===== src/rtl/scan_ctrl.sv =====
// Four-digit multiplexed 7-segment scan controller with double-buffered data
// and optional leading-zero blanking. Outputs are registered from next-state values.
module scan_ctrl #(
    parameter int DIV = 1000,
    parameter int GAP = 4
) (
    input  logic        clk,
    input  logic        rst,
    input  logic        load,
    input  logic [15:0] data,
    input  logic        lzb,
    output logic [6:0]  SEG,
    output logic [3:0]  DIG,
    output logic        pend
);

    localparam logic [15:0] DIV_LAST = 16'(DIV - 1);
    localparam logic [15:0] GAP_LAST = 16'(GAP - 1);

    typedef enum logic {
        SHOW  = 1'b0,
        BLANK = 1'b1
    } state_t;

    state_t      r_state, w_stateNext;
    logic [1:0]  r_idx, w_idxNext;
    logic [15:0] r_cnt, w_cntNext;
    logic [15:0] r_active, w_activeNext;
    logic [15:0] r_pending, w_pendingNext;
    logic        r_pend, w_pendNext;
    logic [6:0]  r_seg, w_segNext;
    logic [3:0]  r_dig, w_digNext;
    logic        w_frameEnd;
    logic [3:0]  w_nibble;
    logic        w_leadZero;

    function automatic logic [6:0] enc(input logic [3:0] nib);
        logic [6:0] seg;
        case (nib)
            4'h0: seg = 7'h7E;
            4'h1: seg = 7'h30;
            4'h2: seg = 7'h6D;
            4'h3: seg = 7'h79;
            4'h4: seg = 7'h33;
            4'h5: seg = 7'h5B;
            4'h6: seg = 7'h5F;
            4'h7: seg = 7'h70;
            4'h8: seg = 7'h7F;
            4'h9: seg = 7'h7B;
            4'hA: seg = 7'h77;
            4'hB: seg = 7'h1F;
            4'hC: seg = 7'h4E;
            4'hD: seg = 7'h3D;
            4'hE: seg = 7'h4F;
            default: seg = 7'h47;
        endcase
        return seg;
    endfunction

    always_comb begin
        w_stateNext   = r_state;
        w_idxNext     = r_idx;
        w_cntNext     = r_cnt + 16'd1;
        w_activeNext  = r_active;
        w_pendingNext = r_pending;
        w_pendNext    = r_pend;
        w_segNext     = 7'h00;
        w_digNext     = 4'hF;
        w_frameEnd    = 1'b0;
        w_nibble      = 4'h0;
        w_leadZero    = 1'b0;

        case (r_state)
            SHOW: begin
                if (r_cnt == DIV_LAST) begin
                    w_cntNext   = 16'd0;
                    w_stateNext = BLANK;
                end
            end
            BLANK: begin
                if (r_cnt == GAP_LAST) begin
                    w_cntNext   = 16'd0;
                    w_idxNext   = r_idx + 2'd1;
                    w_stateNext = SHOW;
                    w_frameEnd  = (r_idx == 2'd3);
                end
            end
            default: begin
                w_cntNext   = 16'd0;
                w_stateNext = SHOW;
            end
        endcase

        // A load landing on the frame boundary bypasses the pending buffer.
        if (w_frameEnd && load) begin
            w_activeNext = data;
            w_pendNext   = 1'b0;
        end else if (w_frameEnd && r_pend) begin
            w_activeNext = r_pending;
            w_pendNext   = 1'b0;
        end else if (load) begin
            w_pendingNext = data;
            w_pendNext    = 1'b1;
        end

        case (w_idxNext)
            2'd0: begin
                w_nibble   = w_activeNext[3:0];
                w_leadZero = 1'b0;
            end
            2'd1: begin
                w_nibble   = w_activeNext[7:4];
                w_leadZero = (w_activeNext[15:4] == 12'h000);
            end
            2'd2: begin
                w_nibble   = w_activeNext[11:8];
                w_leadZero = (w_activeNext[15:8] == 8'h00);
            end
            default: begin
                w_nibble   = w_activeNext[15:12];
                w_leadZero = (w_activeNext[15:12] == 4'h0);
            end
        endcase

        if (w_stateNext == SHOW) begin
            w_digNext = ~(4'b0001 << w_idxNext);
            w_segNext = (lzb && w_leadZero) ? 7'h00 : enc(w_nibble);
        end
    end

    always_ff @(posedge clk) begin
        if (rst) begin
            r_state   <= SHOW;
            r_idx     <= 2'd0;
            r_cnt     <= 16'd0;
            r_active  <= 16'h0000;
            r_pending <= 16'h0000;
            r_pend    <= 1'b0;
            r_seg     <= 7'h7E;
            r_dig     <= 4'b1110;
        end else begin
            r_state   <= w_stateNext;
            r_idx     <= w_idxNext;
            r_cnt     <= w_cntNext;
            r_active  <= w_activeNext;
            r_pending <= w_pendingNext;
            r_pend    <= w_pendNext;
            r_seg     <= w_segNext;
            r_dig     <= w_digNext;
        end
    end

    assign SEG  = r_seg;
    assign DIG  = r_dig;
    assign pend = r_pend;

endmodule


===== config.mk =====
export PLATFORM = sky130hd
export DESIGN_NAME = scan_ctrl
export DESIGN_NICKNAME = d
export VERILOG_FILES = /design/src/rtl/scan_ctrl.sv
export SDC_FILE = /design/constraint.sdc
export NUM_CORES = 1
export LEC_CHECK = 0
export ABC_AREA = 1
export CORE_UTILIZATION = 61
export DETAILED_ROUTE_END_ITERATION = 8
export PLACE_DENSITY = 0.84
export SYNTH_ARGS = -nofsm -noshare
export SYNTH_HDL_FRONTEND = slang
export SYNTH_SLANG_ARGS = --single-unit

===== constraint.sdc =====
create_clock -name clk -period 6.78 [get_ports clk]
set_input_delay 1.356 -clock clk [delete_from_list [all_inputs] [get_ports clk]]
set_output_delay 1.356 -clock clk [all_outputs]
set_load 0.03 [all_outputs]

Word-level counts from Yosys, hierarchy flattened
Memory sizes are Yosys's and may differ from the RTL's. Index checks and enable logic that the tools add are counted. Widths: inputs -> output; s select.

Memories: 1. Bits in registers: 63. ROM bits: 112. Input bits: 20. Output and inout bits: 12.

Memories: (name not given) (depth 16, bits a word 7, rd ports 1, clocked after memory_dff 0, write ports 0, line 39) `case (nib)`.

Shift operators: 1. Mux-type cells: 17. Bitwise logic cells: 4. $add $sub $neg: 2. Reductions and logical operators: 11. Equal/unequal tests: 5.

Operator list (number): $mux 16 (4); $pmux 16 s2 (1); $add 16x1->16 const B (1); $eq 16x10->1 const B (1); $eq 16x2->1 const B (1); $mux 7 (2); $logic_not 12->1 (1); $pmux 4 s3 (1); $logic_not 8->1 (1); $reduce_or 3->1 (2); $mux 1 (5); $eq 2x2->1 const B (2); $logic_not 4->1 (1); $mux 2 (2); $not 4->4 (1); $shl 1x2->4 const A (1); $logic_and 1x1->1 (3); $not 1->1 (3); $pmux 1 s3 (1); $reduce_and 3->1 (1); $add 2x1->2 const B (1); $eq 2x1->1 const B (1); $logic_not 2->1 (1); $pmux 1 s2 (1); $reduce_or 2->1 (1).

Logic depth before layout (Yosys ltp)
Depth after elaboration: 11. Gate-level depth with buffers: 22.

Worst setup path before layout
OpenSTA, ideal clock, no wires.

Path kind: input port to flip-flop. Start: in load. End: reg r_seg[3] (netlist: SEG[3]). Path slack: 4010 ps. Arrival time: 2646 ps. Data required time: 6656 ps. Stages on the path: 13. Path buffers: 1. Path through: nand2_4 > buf_6 > or2_4 > nand3_2 > nand3_2 > nor2_2 > ha_1 > inv_1 > nand2_1 > o21ai_1 > nand2_1 > nand3_1 > nand2_1.

Longest elaborated chain between the ends: 7. Elaborated cells on any way between the ends: 11. Those cells by class: mux (5); reduce/logical (5); memory (1).

Ends and longest elaborated chain: start, declared (line 9) `input logic load,`; $logic_and 1x1->1 * (line 95) `if (w_frameEnd && load) begin`; $mux 16 * (line 95); branches (longest 3 deep; another with $mem_v2 16x7); $mux 7 * (line 127) `w_segNext = (lzb && w_leadZero) ? 7'h00 : enc(w_nibble);`; $mux 7 * (line 125) `if (w_stateNext == SHOW) begin`; end signal, assigned (line 148) `r_seg <= w_segNext;`; end, declared (line 31) `logic [6:0] r_seg, w_segNext;`.

Mark *: on every way between the ends. A chain may end at the register's enable or synchronous reset.

Worst setup path after layout
Start: reg r_pend (netlist: pend). End: out pend.

RTL lines: start, declared (line 30) `logic r_pend, w_pendNext;`; start signal, assigned (line 147) `r_pend <= w_pendNext;`; end, declared (line 14) `output logic pend`.

No word-level cell between the ends.

==> flow_metrics.py <==
metrics = {
    "timing": {
        "fin_crit_sh_pct": 48.6,
        "setup_viol": 0,
        "tightest_slew_ns": 0.709,
        "finalHoldViolations": 0,
        "clock-skew-final_ns": 0.00728,
        "slew_headroom_pct": 52.7,
        "fmax_mhz": 304,
        "finalCriticalPeriod_ns": 3.29,
        "tns_ns": 0,
        "report.final.slew_viol_count": 0,
        "rsz0062_at_grt": "false",
    },
    "power": {
        "p_leak_nw": 1.86,
        "power_density_mw_per_mm2": 199,
        "ir_drop_uv": 120,
    },
    "synthesis": {
        "ys_ff_latch": 63,
        "ys_warn_count": 0,
        "ys_seq_area_share_pct": 36.2,
        "synth.avg_cell_area_um2": 7.15,
        "yosys.cell_types.count": 35,
        "synth_cells": 488,
        "syn_area_mm2": 0.00349,
        "synth_fp_nets": 516,
    },
    "die": {
        "core_mm2": 0.00551,
        "start_util_pct": 63.3,
        "ios": 32,
        "rows": 27,
        "fp.dieH_um": 77.6,
        "dieWidth_um": 77.6,
        "die_area_mm2": 0.00602,
    },
    "placed_design": {
        "portBuffers": 31,
        "hpwlAfterDp_mm": 5.70,
        "place_congestion": 0.947,
    },
    "grt": {
        "grt-ovfl-total": 0,
        "grt_pass1_vias": 2980,
        "grt_max_degree": 28,
        "antenna_found_initial": 0,
        "grt_use_total_pct": 27.5,
        "grt_pass1_wl_mm": 12.9,
    },
    "worst_setup_path": {
        "critical-path-top-delay-family": "buffers and inverters",
        "crit_type": "flop to output port",
        "crit_buf_inv": 1,
        "crit_chain": "clkdlybuf4s50_1",
        "critPathMaxStageDelay_ns": 0.80,
        "required_ns": 5.42,
        "path_max_fanout": 17,
        "slowest_stage": "clkdlybuf4s50_1",
        "arrival_ns": 1.94,
        "start_kind": "flop",
        "end_kind": "output port",
    },
    "clock_tree": {
        "cts_sinks": 63,
        "cts_made_buffers": 9,
        "cts_htree_levels": 3,
        "path_clk_slew_ns": 0.07,
        "hold_buffers": 0,
        "cts_setup_buffers": 0,
        "clock_latency_ns": 0.35,
        "cts_tree": "built",
        "cts_root_buf": "clkbuf_8",
        "clk_path_buf_depth": 2,
        "post_cts_resized": 0,
    },
    "finish": {
        "final_common_cell": "nand2_1",
        "mostFrequentLayoutCells": "106 x nand2_1, 79 x nor2_1, 63 x dfxtp_1",
        "drive_gt1_share_pct": 13.5,
        "diodes": 0,
        "fillerInstances": 432,
        "final_util_pct": 73.8,
        "finalNetCount": 548,
        "area_growth_pct": 16.6,
    },
    "detailed_routing": {
        "remaining_drc_errors": 0,
        "ant_nets": 0,
        "via_per_inst": 5.29,
        "vias": 3159,
        "wl_per_cell_um": 12.8,
        "drt_iter0_drc": 204,
        "first_pass_iters": 4,
        "wirelength_mm": 7.64,
    },
    "job": {
        "maxCapViolations": 0,
    },
    "min_path": {
        "min_path_type": "flop to flop",
    },
    "run_status": {
        "status": "complete, no violations",
    },
}
cells in the mapped netlist:
library cell,instances,area (µm²)
nor2_2,10,62.6
nand2_4,4,45.0
nor2_8,2,40.0
ha_1,8,100
dfxtp_1,63,1260
nand4_4,1,21.3
nor4_1,1,6.26
nor3_1,9,45.0
a21oi_1,14,70.1
nor3b_1,5,37.5
clkbuf_1,10,37.5
a211oi_1,2,15.0
o21ai_4,1,16.3
nor2_4,5,56.3
a31oi_1,1,6.26
or2_1,4,25.0
or2_4,4,35.0
a221oi_1,1,8.76
xnor2_1,2,17.5
buf_6,2,22.5
nand3b_1,3,22.5
xor2_1,3,26.3
nand2_1,106,398
inv_1,48,180
o21ai_0,16,80.1
nand4_1,3,18.8
nand2_2,6,37.5
and2_1,1,6.26
nor2_1,79,297
o21ai_1,9,45.0
nor3_2,1,10.0
nand3_1,43,215
nand3_2,14,140
nand3_4,4,70.1
inv_2,3,11.3
power breakdown:
part,leakage (nW),total [mW],switching (mW),internal (mW)
Combinational,1.23,0.0512,0.0287,0.0224
Clock,0.114,0.369,0.142,0.227
Sequential,0.514,0.388,0.00727,0.381
per-layer routing:
layer  wire length [µm]  global-route usage, %  vias up
li1                   -                      -     1623
met1               3330                   31.4     1443
met2               3810                   48.5       77
met3                332                   6.59       16
met4                174                   11.9        0
met5                  0                      0        -
metrics by stage:
stage	worst slack [ns]	total power, mW	instances	cell area, µm²	hold slack [ns]
floorplan	4.01	0.422	488	3490	0.418
global placement	3.26	0.446	581	3840	0.432
detailed placement	3.16	0.447	581	3840	0.446
CTS	3.50	0.811	597	4070	0.462
global route	3.34	0.834	597	4070	0.491
finish	3.49	0.808	597	4070	0.458
worst paths after layout:
check | startpoint | end | slack (ns) | depth (start not counted)
setup / recovery | pend$_SDFFE_PP0P_ | pend | 3.49 | 1
hold / removal | r_cnt[0]$_SDFF_PP0_ | r_cnt[0]$_SDFF_PP0_ | 0.46 | 1
setup reg to reg | r_cnt[0]$_SDFF_PP0_ | SEG[3]$_SDFF_PP1_ | 3.76 | 20
hold reg to reg | r_cnt[0]$_SDFF_PP0_ | r_cnt[0]$_SDFF_PP0_ | 0.46 | 1
registers in the layout, summed over array words and instances (netlist names):
name       count
r_idx          2
r_state        1
r_cnt         16
pend           1
r_active      16
SEG            7
r_pending     16
DIG            4
cell type report:
type                            count  area [µm²]  area share [%]
Tap cell                           72        90.1            2.22
Clock buffer                       13         159            3.91
Sequential cell                    63        1260            31.0
Clock inverter                      3        65.1            1.60
Inverter                           51         191            4.71
Timing Repair Buffer               33         325            8.00
Multi-Input combinational cell    362        1970            48.6
cells by family (layout without fill, tap and decap cells):
kind of cell | after synthesis | in the layout | share of synthesized area (%)
AOI/OAI and AO/OA | 44 | 44 | 6.93
buffers and inverters | 63 | 100 | 7.21
DFF | 63 | 63 | 36.2
adders and majority gates | 8 | 8 | 2.87
and+or+nand+nor | 305 | 305 | 45.6
xor gates and xnor gates | 5 | 5 | 1.26
(Power assumes the default switching activity.)
